[src/rtl/countdown_timer.sv]
// MM:SS BCD countdown timer driven by the 1 Hz tick; counts a loaded value down to 00:00,
// then holds and raises done until start_stop returns it to idle.
module countdown_timer (
  input  logic        clk,
  input  logic        reset,
  input  logic        tick,
  input  logic        load,
  input  logic [15:0] load_value,
  input  logic        start_stop,
  output logic [3:0]  min_tens,
  output logic [3:0]  min_ones,
  output logic [3:0]  sec_tens,
  output logic [3:0]  sec_ones,
  output logic        running,
  output logic        done
);

  typedef enum logic [1:0] {StIdle, StRun, StPause, StDone} state_e;

  state_e     state_q, state_d;
  logic       tick_q;
  logic [3:0] mt_q, mt_d, mo_q, mo_d, st_q, st_d, so_q, so_d;
  logic [3:0] dec_mt, dec_mo, dec_st, dec_so;
  logic       sec_pulse, count_zero, count_one;

  function automatic logic [3:0] clamp(input logic [3:0] v, input logic [3:0] mx);
    return (v > mx) ? mx : v;
  endfunction

  assign sec_pulse  = tick & ~tick_q;
  assign count_zero = (mt_q == 4'd0) && (mo_q == 4'd0) && (st_q == 4'd0) && (so_q == 4'd0);
  assign count_one  = (mt_q == 4'd0) && (mo_q == 4'd0) && (st_q == 4'd0) && (so_q == 4'd1);

  // One-second BCD borrow chain; never applied to 00:00.
  always_comb begin
    dec_mt = mt_q;
    dec_mo = mo_q;
    dec_st = st_q;
    dec_so = so_q - 4'd1;
    if (so_q == 4'd0) begin
      dec_so = 4'd9;
      if (st_q == 4'd0) begin
        dec_st = 4'd5;
        if (mo_q == 4'd0) begin
          dec_mo = 4'd9;
          dec_mt = mt_q - 4'd1;
        end else begin
          dec_mo = mo_q - 4'd1;
        end
      end else begin
        dec_st = st_q - 4'd1;
      end
    end
  end

  always_comb begin
    state_d = state_q;
    mt_d    = mt_q;
    mo_d    = mo_q;
    st_d    = st_q;
    so_d    = so_q;
    if (load) begin
      mt_d    = clamp(load_value[15:12], 4'd9);
      mo_d    = clamp(load_value[11:8], 4'd9);
      st_d    = clamp(load_value[7:4], 4'd5);
      so_d    = clamp(load_value[3:0], 4'd9);
      state_d = StIdle;
    end else begin
      unique case (state_q)
        StIdle: begin
          if (start_stop && !count_zero) state_d = StRun;
        end
        StRun: begin
          if (sec_pulse) begin
            mt_d = dec_mt;
            mo_d = dec_mo;
            st_d = dec_st;
            so_d = dec_so;
          end
          // Reaching zero outranks a simultaneous pause request.
          if (sec_pulse && count_one) begin
            state_d = StDone;
          end else if (start_stop) begin
            state_d = StPause;
          end
        end
        StPause: begin
          if (start_stop) state_d = StRun;
        end
        StDone: begin
          if (start_stop) state_d = StIdle;
        end
      endcase
    end
  end

  always_ff @(posedge clk or posedge reset) begin
    if (reset) begin
      state_q <= StIdle;
      tick_q  <= 1'b1;
      mt_q    <= 4'd0;
      mo_q    <= 4'd0;
      st_q    <= 4'd0;
      so_q    <= 4'd0;
    end else begin
      state_q <= state_d;
      tick_q  <= tick;
      mt_q    <= mt_d;
      mo_q    <= mo_d;
      st_q    <= st_d;
      so_q    <= so_d;
    end
  end

  assign min_tens = mt_q;
  assign min_ones = mo_q;
  assign sec_tens = st_q;
  assign sec_ones = so_q;
  assign running  = (state_q == StRun);
  assign done     = (state_q == StDone);

endmodule

[config.mk]
export PLATFORM = sky130hd
export DESIGN_NAME = countdown_timer
export DESIGN_NICKNAME = d
export VERILOG_FILES = /design/src/rtl/countdown_timer.sv
export SDC_FILE = /design/constraint.sdc
export NUM_CORES = 1
export LEC_CHECK = 0
export CORE_ASPECT_RATIO = 0.8
export CORE_MARGIN = 5
export CORE_UTILIZATION = 40
export CTS_CLUSTER_SIZE = 10
export DETAILED_ROUTE_END_ITERATION = 7
export PLACE_DENSITY_LB_ADDON = 0.05
export SLEW_MARGIN = 20
export SYNTH_ARGS = -nofsm -noshare
export SYNTH_HDL_FRONTEND = slang
export SYNTH_SLANG_ARGS = --single-unit
[constraint.sdc]
create_clock -name clk -period 5.5 [get_ports clk]
set_clock_uncertainty 0.15 [all_clocks]
set_input_delay 1.1 -clock clk [delete_from_list [all_inputs] [get_ports clk]]
set_output_delay 1.1 -clock clk [all_outputs]
set_load 0.05 [all_outputs]
---- Word level (Yosys, flattened, before mapping) ----
Index checks and enable logic that the tools add are counted.
operators by class
  order comparisons ....................... 4
  muxes and demuxes ....................... 32
  equality and inequality tests ........... 8
  add/subtract/negate cells ............... 4
  reduce and logical (&&, ||, !) cells .... 22
  bitwise gates (word level) .............. 2
operator list
  cell                                                number
  2-to-1 mux 4 bit                                    25
  logical NOT 4 bit                                   4
  subtractor 4 x 1 -> 4 bit, second input constant    4
  > comparator 4 bit, second input constant           3
  2-to-1 mux 2 bit                                    6
  nonzero test 2 bit                                  5
  != test 3 bit, second input constant                3
  one-hot mux 2 bit (4 select lines)                  1
  AND reduction 4 bit                                 2
  logical AND 1 bit                                   6
  AND reduction 5 bit                                 1
  == test 2 bit, second input constant                2
  == test 4 x 1 -> 1 bit, second input constant       1
  > comparator 4 x 3 -> 1 bit, second input constant  1
  != test 4 x 3 -> 1 bit, second input constant       1
  AND reduction 3 bit                                 1
  == test 2 x 1 -> 1 bit, second input constant       1
  logical NOT 2 bit                                   1
  AND reduction 2 bit                                 1
  AND 1 bit                                           1
  logical NOT 1 bit                                   1
  inverter 1 bit                                      1
storage, ports and cells
  register bits ........................... 19
  input port bits ......................... 21
  logic and storage cells ................. 78
  output and inout bits ................... 18

---- Logic depth before layout (Yosys ltp) ----
Gate-level depths: netlist of the first run.
  depth in word-level cells ............... 9
  gate-level depth with buffers ........... 6
  gate-level depth less buffers ........... 6

---- Worst setup path before layout of the first run ----
OpenSTA, ideal clock, no wires.
  path kind ............................... input to register
  start ................................... input port tick
  end ..................................... register mo_q[1], in the netlist min_ones[1]
  setup slack ............................. 2.882 ns
  stages .................................. 4
  arrival ................................. 2.338 ns
  buffers on the path ..................... 0
  setup time .............................. 0.130 ns
  data required time ...................... 5.220 ns
  path through ............................ or4b_4 or4_4 o221ai_1 a22oi_1
on the way
  longest elaborated chain between the ends .. 3
RTL lines
  item                                  RTL line  source
  start, declared                       6         input logic tick,
  AND 1 bit                             30        assign sec_pulse = tick & ~tick_q;
  nonzero test 2 bit (no source line)   n/a
  AND reduction 4 bit (no source line)  n/a
  end signal, assigned                  109       mo_q <= mo_d;
  end, declared                         22        logic [3:0] mt_q, mt_d, mo_q, mo_d, st_q, st_d, so_q, so_d;
No other way between the ends.
A chain may end at the register's enable or synchronous reset.

---- Worst setup path in the final report of the first run ----
  start ................................... input port load
  end ..................................... register st_q[0], in the netlist sec_tens[0]
on the way
  longest elaborated chain between the ends .. 2
  elaborated cells on any way between the ends .. 5
  those cells by class .................... mux (1); reduce/logical (4)
RTL lines
  item                                  RTL line  source
  start, declared                       7         input logic load,
  nonzero test 2 bit (no source line)   n/a
  AND reduction 3 bit (no source line)  n/a
  end signal, assigned                  110       st_q <= st_d;
  end, declared                         22
Several ways; a longest one is shown, not always the timed one.

==> reports/results.ini, run 1 <==
[outcome]
status=finished, final reports clean

[floorplan]
ios=39
die_w_um=70.8
coreArea_mm2=0.00281
die_h_um=58.6
start_util_pct=42.1
num_rows=17
dieArea_mm2=0.00415

[yosys]
synth_top_area_share_pct=38.1
yosys_warnings=0
synthArstFlopShare_pct=100
yosysTopAreaCell=dfrtp_1
ys_seq_area_share_pct=40.3
synth_edf_count=0
synthCells=135
ys_seq_elements=19
ys.flop_type=dfrtp_1
synth_area_leaders=dfrtp_1 38%, a21oi_1 3.8%, nor2_1 3.5%, o21ai_0 3.0%, a31oi_1 2.6%
synth_nets=157
syn_area_mm2=0.00118
synth_area_per_cell_um2=8.76
synthDistinctLibCells=50

[timing]
setup_violations=0
layout_min_cycle_time_ns=3.21
tightest_slew_ns=0.727
tns_ns=0
hold_viol=0
clock.fmax_mhz=312
slew_viol_final=0
fin_ws_ns=2.29
rsz0062_at_grt=false
min_period_over_period_pct=58.3
timing.slew.headroom_pct=51.5

[cts]
cts_num_sinks=19
cts_root_buf=clkbuf_8
clockBufferDepth=2
cts.reportedPaths.clkPinSlew_ns=0.07
cts_made_buffers=3
cts_max_level=1
cts_setup_buffers=0
post_cts_resized=0
cts_hold_buf=0
tritoncts=built
insertion_delay_ns=0.26

[drt]
dr.pass1.iters=4
antenna_left=0
vias=1170
drtIter0Drc=76
wl_per_cell_um=15.4
wl_um=3210
routed_via_density=5.60
drc=0

[power_and_ir_drop]
p_per_area_mw_per_mm2=242
p_int_uw=255
ir_drop_v=0.000200
p_leak_nw=0.600
seqPwrFrac_pct=42.9
power_uw=395
swShare_pct=35.4
p_comb_share_pct=32.5
clockPowerShare_pct=24.7
power.switching_uw=140

[setup_path]
worst_setup_path_start_kind=input pin
cp-end-kind=flop
crit_required_ns=5.47
arrival_ns=3.18
cp_max_fo=19
crit_type=in -> reg

[placement]
dp_hpwl_um=2410
place_area_mm2=0.00159
gp_congestion=0.793
dpl_worst_slack_ns=2.06
io_buffers=38

[global_routing]
top_usage_layer=met2
grt_overflow_total=0
grtUsageMet1_pct=22.8
grt_pass1_vias=1190
grt_use_met2_pct=26.4
grt_usage_pct=17.0
gr-usage-met3_pct=5.46
antenna_found_initial=0
grt_first_pass_wirelength_um=5620
grt_max_degree=20

[hold_path]
hold_class=reg -> reg

[run]
drv_cap=0

[final_layout]
final_layout_size_suffix_gt1_share_pct=7.60
stdcell_area_mm2=0.00163
fin_nets=194
areaGrowthSynthToFinish_pct=38.1
antenna_cells=0

[cell type report]
cell class	instances	area, µm²
multi-input combinational	102	653
timing repair buffer	38	380
sequential	19	477
clock buffer	4	45.0
fill	270	1170
tap	38	47.5
inverter	8	30.0
[through the flow]
step                util, %  hold slack [ns]  cells
floorplan                 -            0.353    135
global placement       56.6            0.404    205
detailed placement     56.6            0.405    205
CTS                    58.2            0.419    209
global route           58.2            0.469    209
finish                 58.2            0.423    209
[path summary, 6_finish.rpt]
kind | startpoint | to | slack (ns) | cells past startpoint
min in group asynchronous | reset | min_ones[0] | 1.11 | 2
max in group asynchronous | reset | sec_ones[1] | 3.63 | 2
worst min-delay path | sec_tens[3] | sec_tens[3] | 0.42 | 2
worst min register to register | sec_tens[3] | sec_tens[3] | 0.42 | 2
worst max-delay path | load | sec_tens[0] | 2.29 | 4
worst max register to register | min_tens[0] | state_q[1] | 3.29 | 6
[flip-flops by register name, indices dropped and copies added (netlist names)]
| signal | flops |
|---|---|
| min_ones | 4 |
| min_tens | 4 |
| sec_ones | 4 |
| sec_tens | 4 |
| state_q | 2 |
| tick_q | 1 |
[cell usage in the layout (no fill, tap or decap), types with 2 or more instances in the layout]
| master | n |
|---|---|
| clkdlybuf4s50_1 | 38 |
| dfrtp_1 | 18 |
| nor2_1 | 11 |
| a21oi_1 | 9 |
| o21ai_0 | 7 |
| inv_1 | 7 |
| nor3_1 | 6 |
| nand2_1 | 6 |
| a31oi_1 | 5 |
| nand2b_1 | 4 |
| nand3_1 | 4 |
| xnor2_1 | 3 |
| nor4_1 | 3 |
| nand4_1 | 3 |
| clkbuf_8 | 3 |
| or2_2 | 2 |
| nor3_2 | 2 |
| a2111oi_0 | 2 |
| nor2b_1 | 2 |
| nor3b_1 | 2 |
| o31ai_1 | 2 |
| o211ai_1 | 2 |
[worst max-delay path: stages]
cell and delay [ns]:
clkdlybuf4s50_1 0.84, clkinv_1 0.61, a2111oi_0 0.54, a21oi_1 0.09
[synthesized netlist by cell type (4+ instances only)]
| library cell | number |
|---|---|
| clkbuf_1 | 6 |
| a21oi_1 | 9 |
| o21ai_0 | 7 |
| nor3_1 | 6 |
| a31oi_1 | 5 |
| dfrtp_1 | 18 |
| nor2_1 | 11 |
| inv_1 | 7 |
| nand3_1 | 4 |
| nand2_1 | 6 |
| nand2b_1 | 4 |
[routing by layer]
metal,wire [µm],share of wire (%),vias up
li1,-,-,578
met1,1520,47,540
met2,1380,43,48
met5,0,0,-
met4,31,0.97,0
met3,279,8.7,4
[power by group through the flow]
stage | Combinational (mW) | Clock, mW | Sequential, mW
after detailed placement | 0.129 | 0 | 0.172
after CTS | 0.129 | 0.103 | 0.169
after global placement | 0.128 | 0 | 0.171
after floorplan | 0.0427 | 0 | 0.206
after global routing | 0.137 | 0.112 | 0.172
final | 0.128 | 0.0975 | 0.169
[logic make-up (layout without fill, tap and decap cells)]
group,after synthesis,after routing,share of synthesized area [%]
AND/OR/NAND/NOR,58,58,29.2
AO/OA/AOI/OAI,38,38,21.2
flip-flops,19,19,40.3
buffers and inverters,14,50,4.44
XOR/XNOR,4,4,2.96
adder cells (fa/ha/maj),1,1,1.06
multiplexers,1,1,0.847
No activity file was read; power rests on OpenSTA's default activity.
==> run 2: changes to the inputs <==
clock period = 3.35 ns   (was 5.5 ns; I/O delays follow)
==> run 2 against run 1 <==
  * Utilization increased by 0.85 points
  * Sequential power increased by 64%
  * Routed wire length increased by 1.5%
  * Combinational power increased by 68%
  * First-iteration DRC count increased by 36%
  * Worst hold slack got worse by 0.0017 ns
  * Largest cell class unchanged
==> reports/results.ini, run 2 (synthesis gave the netlist of run 1 again) <==
[setup_path]
crit_buf_inv=2  ; unchanged
crit_required_ns=2.53  ; -2.94 ns
critPathCapture=running
cp-end-kind=output port
crit_type=reg -> out
cp.depth=3  ; -1
cp_cell_sequence=nand2b_1, inv_1, clkdlybuf4s50_1
r2r-start=min_tens[0]
max_stage_delay_ns=0.80  ; -0.04 ns
slowest_stage=clkdlybuf4s50_1
reg2reg_slack_ns=1.13  ; -2.16 ns
r2r-end=state_q[1]
crit_start=state_q[1]
critPathTopFamily=buffers and inverters
cp_max_fo=10  ; -9
reg2reg_depth=6  ; unchanged
arrival_ns=1.94  ; -1.24 ns
worst_setup_path_start_kind=flop

[final_layout]
final_cell_mix=38 x clkdlybuf4s50_1, 18 x dfrtp_1, 11 x nor2_1, 9 x a21oi_1
areaGrowthSynthToFinish_pct=40.1
nFillCells=282  ; +4.4%
final-seq-area_um2=477  ; unchanged
fin_nets=197  ; +1.5%
multiInputGateArea_um2=653  ; unchanged
antenna_cells=0  ; unchanged
final_common_cell=clkdlybuf4s50_1
final_layout_size_suffix_gt1_share_pct=9.77  ; +2.2 points

[global_routing]
grt_first_pass_wirelength_um=5640  ; +0.50%
antenna_found_initial=0  ; unchanged
grt_pass1_vias=1166  ; -2.0%
grt_max_degree=20  ; unchanged
grt_usage_pct=17.0  ; about the same
grt_overflow_total=0  ; unchanged

[timing]
min_period_over_period_pct=82.3
clock.fmax_mhz=363
layout_min_cycle_time_ns=2.76
rsz0062_at_grt=false
tns_ns=0  ; unchanged
setup_violations=0  ; unchanged
timing.slew.headroom_pct=49.4  ; -2.1 points
hold_viol=0  ; unchanged
tightest_slew_ns=0.758  ; +0.0310 ns
slew_viol_final=0  ; unchanged
fin_ws_ns=0.593  ; -1.70 ns

[drt]
drtIter0Drc=103  ; +36%
antenna_left=0  ; unchanged
dr.pass1.iters=4  ; unchanged
drc=0  ; unchanged
wl_um=3260  ; +1.5%
vias=1199  ; +2.5%
wl_per_cell_um=15.4  ; about the same
routed_via_density=5.66  ; +1.0%

[cts]
cts_num_sinks=19  ; unchanged
cts_root_buf=clkbuf_8
cts_hold_buf=0  ; unchanged
tritoncts=built
cts_setup_buffers=0  ; unchanged
insertion_delay_ns=0.26  ; about the same
cts_max_level=1  ; unchanged
post_cts_resized=0  ; unchanged
cts_made_buffers=3  ; unchanged
clockBufferDepth=2  ; unchanged
cts.reportedPaths.clkPinSlew_ns=0.08  ; about the same

[floorplan]
die_w_um=70.8  ; unchanged
ios=39  ; unchanged
die_h_um=58.6  ; unchanged
coreArea_mm2=0.00281  ; unchanged
dieArea_mm2=0.00415  ; unchanged
start_util_pct=42.1  ; unchanged
num_rows=17  ; unchanged

[power_and_ir_drop]
p_leak_nw=0.617  ; +2.9%
p_per_area_mw_per_mm2=395  ; +63%
power_uw=655  ; +66%
ir_drop_v=0.000232  ; +16%

[placement]
dp_hpwl_um=2520  ; +4.4%
dpl_worst_slack_ns=0.562  ; -1.50 ns
io_buffers=38  ; unchanged
gp_congestion=0.799  ; +0.79%

[run]
drv_cap=0  ; unchanged

[hold_path]
hold_class=reg -> reg

[outcome]
status=finished, final reports clean

==> run 2: cell count changes in the layout (fill, tap and decap cells not counted), sizes merged <==
cell    delta
clkinv     +1
buf        +3
clkbuf     -1
==> run 2: worst register-to-register path, stage by stage (launching register included) <==
cell       delay, ns
dfrtp_1         0.41
inv_1           0.09
ha_1            0.20
or4b_2          0.62
nor3_2          0.16
a311oi_1        0.11
a2111oi_0       0.36
==> run 2: worst min path at each step <==
stage / from / endpoint / slack [ns] / cells after the start
3_3_place_gp: sec_tens[3] / sec_tens[3] / 0.41 / 2
5_1_grt: sec_tens[3] / sec_tens[3] / 0.44 / 2
2_1_floorplan: state_q[1] / state_q[1] / 0.35 / 1
3_5_place_dp: state_q[1] / state_q[1] / 0.41 / 1
6_report: sec_tens[3] / sec_tens[3] / 0.42 / 2
4_1_cts: state_q[1] / state_q[1] / 0.42 / 1
==> run 2: per-stage QoR <==
stage                     std cells  instance area [µm²]  hold slack (ns)  util, %
after floorplan                 135                 1180            0.353        -
after global placement          208                 1610            0.406     57.4
after detailed placement        208                 1610            0.411     57.4
after CTS                       212                 1660            0.422     59.0
after global routing            212                 1660            0.440     59.0
final                           212                 1660            0.421     59.0
==> run 2: final cells by class <==
class	count	share of cell area (%)
Sequential cell	19	28.8
Inverter	8	1.81
Clock inverter	1	0.302
Clock buffer	3	2.49
Tap cell	38	2.87
Timing Repair Buffer	41	24.3
Multi-Input combinational cell	102	39.4
==> run 2: power breakdown <==
part,switching [mW],total [mW],internal (mW)
Sequential,0.0287,0.278,0.249
Combinational,0.128,0.215,0.0870
Clock,0.0792,0.162,0.0828
Total,0.236,0.655,0.419
==> run 2: metal layers <==
| metal | routed length (µm) | vias to the layer above | track usage (%) |
|---|---|---|---|
| met5 | 0 | - | 0 |
| met4 | 28 | 0 | 4.29 |
| met3 | 265 | 4 | 5.97 |
| met2 | 1460 | 42 | 25.9 |
| met1 | 1510 | 564 | 23.1 |
| li1 | - | 589 | - |
==> run 3: changes to the inputs <==
clock period = 2.7 ns   (was 3.35 ns; I/O delays follow)
==> run 3 against run 2 <==
  * Worst setup slack got worse by 0.33 ns
  * Final cell count grew 0.47%
  * Via count is 3.4% higher
  * Sequential power rose by 24%
  * Largest cell class unchanged
  * Cell area rose by 0.38%
  * Combinational power grew 26%
==> reports/results.ini, run 3 (synthesis gave the netlist of run 1 again) <==
[power_and_ir_drop]
p_leak_nw=0.619  ; +0.27%
power_uw=820  ; +25%
ir_drop_v=0.000317  ; +37%
p_per_area_mw_per_mm2=493  ; +25%

[setup_path]
cp-end-kind=output port
worst_setup_path_start_kind=flop
slowest_stage=clkdlybuf4s50_1
arrival_ns=1.75  ; -0.19 ns
reg2reg_slack_ns=0.48  ; -0.65 ns
crit_type=reg -> out
cp_cell_sequence=nand2b_1, inv_1, clkdlybuf4s50_1
crit_required_ns=2.01  ; -0.52 ns
r2r-start=min_tens[0]
max_stage_delay_ns=0.80  ; about the same
crit_start=state_q[1]
cp_max_fo=6  ; -4
reg2reg_depth=6  ; unchanged

[placement]
place_area_mm2=0.00162  ; +0.47%
gp_congestion=0.810  ; +1.4%
dp_hpwl_um=2550  ; +1.3%
io_buffers=38  ; unchanged
dpl.cell_count=209  ; +0.48%
dpl_worst_slack_ns=0.0489  ; -0.513 ns

[drt]
antenna_left=0  ; unchanged
dr.pass1.iters=4  ; unchanged
wl_um=3400  ; +4.2%
wl_met1_um=1560  ; +3.8%
vias=1240  ; +3.4%
wl_per_cell_um=15.9  ; +3.7%
drc=0  ; unchanged
drtIter0Drc=51  ; -50%
top_layer_used=met4
routed_via_density=5.82  ; +2.9%
met2_length_um=1560  ; +6.9%
met3_length_um=252  ; -4.9%

[global_routing]
grt_usage_pct=17.2  ; +0.19 points
grt_pass1_vias=1162  ; -0.34%
grt_first_pass_wirelength_um=5660  ; +0.25%
antenna_found_initial=0  ; unchanged
grt_overflow_total=0  ; unchanged
grt_max_degree=20  ; unchanged

[final_layout]
instances_no_fill=213  ; +0.47%
final_cell_mix=38 x clkdlybuf4s50_1, 18 x dfrtp_1, 11 x nor2_1, 9 x a21oi_1
final-seq-area_um2=477  ; unchanged
multiInputGateArea_um2=653  ; unchanged
fin_util_pct=59.2  ; +0.22 points
fin_nets=198  ; +0.51%
final_layout_size_suffix_gt1_share_pct=9.71  ; -0.056 points
final_common_cell=clkdlybuf4s50_1
nFillCells=270  ; -4.3%
antenna_cells=0  ; unchanged
areaGrowthSynthToFinish_pct=40.6
stdcell_area_mm2=0.00166  ; +0.38%

[timing]
tightest_slew_ns=0.770  ; +0.0125 ns
hold_viol=0  ; unchanged
timing.slew.headroom_pct=48.6  ; -0.83 points
finalHoldWorstSlack_ns=0.421  ; -0.000413 ns
rsz0062_at_grt=false
setup_violations=0  ; unchanged
tns_ns=0  ; unchanged
fin_ws_ns=0.259  ; -0.335 ns
slew_viol_final=0  ; unchanged
clock.fmax_mhz=410
min_period_over_period_pct=90.4
layout_min_cycle_time_ns=2.44

[floorplan]
ios=39  ; unchanged
num_rows=17  ; unchanged
start_util_pct=42.1  ; unchanged
die_w_um=70.8  ; unchanged
dieArea_mm2=0.00415  ; unchanged
coreArea_mm2=0.00281  ; unchanged
die_h_um=58.6  ; unchanged

[cts]
tritoncts=built
cts_setup_buffers=0  ; unchanged
cts_max_level=1  ; unchanged
cts_root_buf=clkbuf_8
insertion_delay_ns=0.26  ; about the same
cts_num_sinks=19  ; unchanged
cts_hold_buf=0  ; unchanged
post_cts_resized=0  ; unchanged
cts_made_buffers=3  ; unchanged
cts.reportedPaths.clkPinSlew_ns=0.07  ; about the same
clockBufferDepth=2  ; unchanged

[outcome]
status=finished, final reports clean

[run]
drv_cap=0  ; unchanged

[hold_path]
hold_start=sec_tens[3]
hold_class=reg -> reg
worstHoldPathCells=2  ; unchanged

-- run 3: report_power, final --
group / switching, mW / internal (mW) / leakage (nW) / total, mW
clock network: 0.0998 / 0.105 / 0.0228 / 0.205
registers: 0.0354 / 0.309 / 0.225 / 0.345
logic: 0.160 / 0.109 / 0.371 / 0.270
total: 0.296 / 0.524 / 0.619 / 0.820
-- run 3: critical path, delay by kind of cell, from the launching register on --
family | cells | cell delay [ns]
buffers and inverters | 2 | 0.87
flip-flops | 1 | 0.43
AND/OR/NAND/NOR | 1 | 0.19
-- run 3: path summary, 6_finish.rpt --
| check | end |
|---|---|
| max | running |
| min | sec_tens[3] |
| max reg2reg | state_q[1] |
| min reg2reg | sec_tens[3] |
| max in group asynchronous | min_tens[0] |
| min in group asynchronous | sec_tens[3] |
-- run 3: metal layers --
| layer | vias up | global-route usage, % |
|---|---|---|
| li1 | 589 | - |
| met1 | 602 | 23.1 |
| met2 | 45 | 27.2 |
| met3 | 4 | 5.80 |
| met4 | 0 | 3.22 |
| met5 | - | 0 |
-- run 3: layout make-up --
type                            instances  area share (%)
Sequential cell                        19            28.7
Timing Repair Buffer                   42            24.7
Tap cell                               38            2.86
Multi-Input combinational cell        102            39.3
Clock buffer                            4            2.71
Inverter                                8            1.81
